--- config.mk ---
export PLATFORM = sky130hd
export DESIGN_NAME = k12a_input_conditioner
export DESIGN_NICKNAME = d
export VERILOG_FILES = /design/src/rtl/k12a_input_conditioner.sv
export SDC_FILE = /design/constraint.sdc
export NUM_CORES = 1
export LEC_CHECK = 0
export ABC_AREA = 1
export BUFFER_PORTS_ARGS = -buffer_cell sky130_fd_sc_hd__clkbuf_2
export CAP_MARGIN = 15
export CELL_PAD_IN_SITES_DETAIL_PLACEMENT = 0
export CELL_PAD_IN_SITES_GLOBAL_PLACEMENT = 1
export CORE_MARGIN = 1.5
export CORE_UTILIZATION = 35
export DETAILED_ROUTE_END_ITERATION = 10
export PLACE_DENSITY = 0.69
export SLEW_MARGIN = 20
export SYNTH_ARGS = -nofsm -noshare
export SYNTH_HDL_FRONTEND = slang
export SYNTH_SLANG_ARGS = --single-unit
--- constraint.sdc ---
create_clock -name sys_clock -period 2.05 [get_ports sys_clock]
set_input_delay 0 -clock sys_clock [delete_from_list [all_inputs] [get_ports sys_clock]]
set_output_delay 0 -clock sys_clock [all_outputs]
set_load 0.1 [all_outputs]
--- src/rtl/k12a_input_conditioner.sv ---
// Two-flop synchroniser, shared sample prescaler and per-bit debounce for the k12a switches and buttons.
// Define K12A_INPUT_STICKY_EN to add press_clear / press_latched sticky press flags.
module k12a_input_conditioner #(
  parameter int PRESCALE           = 1000,
  parameter int DEBOUNCE_TICKS     = 16,
  parameter bit BUTTONS_ACTIVE_LOW = 1'b1
) (
  input  logic       sys_clock,
  input  logic       reset_n,
  input  logic [7:0] raw_switches,
  input  logic [7:0] raw_buttons,
`ifdef K12A_INPUT_STICKY_EN
  input  logic [7:0] press_clear,
  output logic [7:0] press_latched,
`endif
  output logic [7:0] switches,
  output logic [7:0] buttons,
  output logic [7:0] button_press,
  output logic       sample_tick
);

  localparam int N  = 16;
  localparam int PW = (PRESCALE > 1) ? $clog2(PRESCALE) : 1;
  localparam int CW = $clog2(DEBOUNCE_TICKS) + 1;
  localparam logic [PW-1:0] PRESCALE_LAST = PW'(PRESCALE - 1);
  localparam logic [CW-1:0] COUNT_LAST    = CW'(DEBOUNCE_TICKS - 1);

  // Lines 7:0 are switches, 15:8 are buttons; all normalised to 1 = active.
  logic [N-1:0]  norm;
  logic [N-1:0]  s1_reg;
  logic [N-1:0]  s2_reg;
  logic [PW-1:0] presc_reg;
  logic          tick_reg;
  logic [N-1:0]  level;
  logic [N-1:0]  flip;
  logic [7:0]    press_reg;

  assign norm = {raw_buttons ^ {8{BUTTONS_ACTIVE_LOW}}, raw_switches};

  always_ff @(posedge sys_clock or negedge reset_n) begin
    if (!reset_n) begin
      s1_reg <= '0;
      s2_reg <= '0;
    end else begin
      s1_reg <= norm;
      s2_reg <= s1_reg;
    end
  end

  always_ff @(posedge sys_clock or negedge reset_n) begin
    if (!reset_n) begin
      presc_reg <= '0;
      tick_reg  <= 1'b0;
    end else begin
      presc_reg <= (presc_reg == PRESCALE_LAST) ? '0 : presc_reg + 1'b1;
      tick_reg  <= (presc_reg == PRESCALE_LAST);
    end
  end

  genvar gi;
  generate
    for (gi = 0; gi < N; gi++) begin : g_bit
      logic          level_reg;
      logic [CW-1:0] count_reg;

      // Output takes the new level on the tick that completes the disagreeing run.
      assign flip[gi]  = tick_reg && (s2_reg[gi] != level_reg) && (count_reg == COUNT_LAST);
      assign level[gi] = level_reg;

      always_ff @(posedge sys_clock or negedge reset_n) begin
        if (!reset_n) begin
          level_reg <= 1'b0;
          count_reg <= '0;
        end else if (tick_reg) begin
          if (s2_reg[gi] == level_reg) begin
            count_reg <= '0;
          end else if (flip[gi]) begin
            level_reg <= s2_reg[gi];
            count_reg <= '0;
          end else begin
            count_reg <= count_reg + 1'b1;
          end
        end
      end
    end
  endgenerate

  // Pulse is registered alongside the level so it coincides with buttons first reading 1.
  always_ff @(posedge sys_clock or negedge reset_n) begin
    if (!reset_n) begin
      press_reg <= '0;
    end else begin
      press_reg <= flip[15:8] & s2_reg[15:8];
    end
  end

  assign switches     = level[7:0];
  assign buttons      = level[15:8];
  assign button_press = press_reg;
  assign sample_tick  = tick_reg;

`ifdef K12A_INPUT_STICKY_EN
  logic [7:0] latched_reg;

  // A set in the same cycle as a clear wins.
  always_ff @(posedge sys_clock or negedge reset_n) begin
    if (!reset_n) begin
      latched_reg <= '0;
    end else begin
      latched_reg <= (latched_reg & ~press_clear) | press_reg;
    end
  end

  assign press_latched = latched_reg;
`endif

endmodule
==> key figures <==
Yosys
  • Gate count after technology mapping: ~730
  • Largest family of logic cells by synthesized area: simple AND/OR/NAND/NOR gates
  • Async set or reset register ratio after synthesis: 1.00
  • Area contributors post-synth: dfrtp_1 (55%), nand2_1 (12%), inv_1 (5.1%)
  • YS warnings: 0
  • Synth Area per Inst: a little over 9 µm²
  • Cell Area, Synth: approximately 6600 µm²
  • Synthesized-area fraction occupied by adder cells: 0.0320
  • Syn_nets: 764
  • FF+latch count, synth: ~150
  • Post-Synth Simple-Gate Area: 0.234
  • Post-synthesis mux area share: 0
  • Main synth FF type: dfrtp_1
  • Post-synth EDFFs: 0
  • Register area share after synthesis: 0.554
  • Count leader, synth: nand2_1
  • Post-synth top cells: nand2_1 (206), dfrtp_1 (147), inv_1 (90), nand3_1 (59), o21ai_0 (48)
  • Post-synth top area share: 0.554
  • Cell taking the most area after synthesis: dfrtp_1
  • Synth Area in XOR/XNOR: 0.0448
  • Complex-gate fraction of the synthesized area: 0.0528
  • Distinct cells, synth: 23

Die
  • Number of placed I/O pins: between 40 and 50
  • Die area: 19,800 µm²
  • Initial Util: 0.356
  • Die X: 141 µm
  • Rows: 50
  • Core area: between 15,000 and 20,000 µm²
  • DIE HEIGHT: 141 µm

Flow run
  • Max Cap Viol: 0

Layout
  • Largest register FFs: 80
  • Share of layout cells above drive strength 1: 0.131
  • # diodes: 0
  • Nets: between 800 and 900
  • Layout Area Growth over Synthesis: 18.0%

Power
  • Worst IR drop on VDD: 0.536 mV
  • Reg power frac: 0.463
  • Combinational share of power: 0.022
  • Switch share: 0.209
  • Power Internal: 5.04 mW
  • Net Switching: around 1.3 mW
  • Leakage: slightly below 4 nW
  • Pwr dens: 813 nW/µm²
  • Clock power share: 0.515

Timing
  • Final-report setup violation count: 0
  • Slew Limit Fails: 0
  • Min cycle time layout: approximately 1.6 ns
  • Setup TNS: 0 ns
  • Hold Fails Final Rpt: 0
  • Max frequency: between 0.6 and 0.7 GHz
  • Slew HR: 0.628
  • Fin crit share: 0.766
  • Final setup margin: roughly 0.48 ns
  • Skew final: roughly 0.011 ns
  • Tightest Pin Transition: between 0.5 and 0.6 ns
  • RSZ-0062 raised after global routing: no

Clocking
  • Sink Count: between 100 and 150
  • H-Tree Depth: 4
  • CTS clk-pin slew, worst paths: 0.06 ns
  • TritonCTS Buffers: 17
  • Clock Latency Late Sink: approximately 0.42 ns
  • Longest Clk Path Bufs: 2
  • Root buffer selected by CTS: clkbuf_16
  • CTS tree: yes
  • Setup Buffers After CTS: 0

Drt
  • Antenna-violating nets left: 0
  • Via-per-instance ratio: 4.37
  • Total wire length after detailed routing: about 11 mm
  • DR DRC count: 0
  • Vias: roughly 4,500
  • DR iter-0 viols: around 190
  • Drt first pass iters: 4
  • Routed wire per std cell: approximately 11 µm

Global routing
  • First-pass GRT wire length: a little over 20 mm
  • Initial antenna violation count: 0
  • Total congestion overflow: 0
  • Largest net degree at the start of global routing: 52
  • Gr usage total: 0.126
  • Vias in the first global route: roughly 4,400

Worst setup path
  • Startpoint Class: flip-flop
  • RR Startpoint: presc_reg[0]
  • Crit path required time: between 2 and 2.5 ns
  • Crit path arrival time: approximately 1.6 ns
  • Worst Setup Path Type: flip-flop to output pin
  • Worst setup path start: sample_tick
  • Critical path endpoint category: output pin
  • CP max FO: 9

Place
  • Port bufs: 42
  • GP Congestion: between 0.7 and 0.8
  • DP Wirelength: between 7 and 8 mm
  • Post-Place Setup Slack: about 0.77 ns

Hold path
  • Worst Hold Class: input pin to async pin

Outcome
  • Status: finished clean
critical path: stages (launching register included):
cell and delay, ns:
dfrtp_2 0.43, buf_4 0.24, clkbuf_2 0.49
repair_timing:
action / CTS / global route
endpoints found under the hold margin: 95 / 0
gates resized for setup: 0 / 0
hold buffers: 17 / 0
kinds of logic after synthesis:
logic type	count (synthesis)
xor+xnor	34
flops	147
buf+inv	119
compound gates	67
simple gates	345
fa+ha+maj	17
power by group through the flow:
stage                     logic, mW  clock network, mW  registers (mW)
after floorplan              0.0318                  0            3.00
after global placement        0.123                  0            3.00
after detailed placement      0.124                  0            3.00
after CTS                     0.150               3.41            2.95
after global routing          0.165               3.52            2.95
final                         0.141               3.28            2.95
layout make-up:
class | instances | area, µm²
fillers | 1825 | 10800
flip-flops and latches | 147 | 3680
multi-input cells | 463 | 2420
repair buffers | 67 | 472
clock buffers | 17 | 425
inverters | 91 | 342
well taps | 234 | 293
clock inverters | 15 | 206
metal layers:
metal,part of all wire,track usage
met1,0.51,0.166
met2,0.46,0.199
met3,0.026,0.0346
met4,0.011,0.0493
met5,0,0
placed cells by master, fill, tap and decap left out, drive strengths merged, types with 4 or more instances in the layout:
cell type	instances
nor2	56
a21boi	6
nand3	70
clkinvlp	4
xnor2	32
bufinv	4
dfrtp	147
a21oi	12
dlygate4sd3	17
nand4	12
inv	93
clkbuf	58
ha	17
nand2	206
o21ai	49
clkinv	5
buf	9
metrics by stage:
step                      hold WS, ns  cells  power, mW  utilization  area (µm²)
after floorplan                -0.296    729       3.03            -        6640
after global placement        -0.0142    985       3.12        0.377        7030
after detailed placement      -0.0146    985       3.13        0.377        7030
after CTS                       0.101   1034       6.51        0.420        7840
after global routing            0.147   1034       6.64        0.420        7840
final                          0.0897   1034       6.37        0.420        7840
path summary, 6_finish.rpt:
| kind | depth (start not counted) | endpoint | slack, ns |
|---|---|---|---|
| max | 2 | sample_tick | 0.48 |
| max in group asynchronous | 3 | g_bit[11].count_reg[1] | 1.24 |
| min | 2 | button_press[6] | 0.09 |
| min reg2reg | 0 | s2_reg[7] | 0.35 |
| max reg2reg | 6 | presc_reg[6] | 0.77 |
| min in group sys_clock | 2 | s1_reg[1] | 0.22 |
No activity file was read; power rests on OpenSTA's default activity.
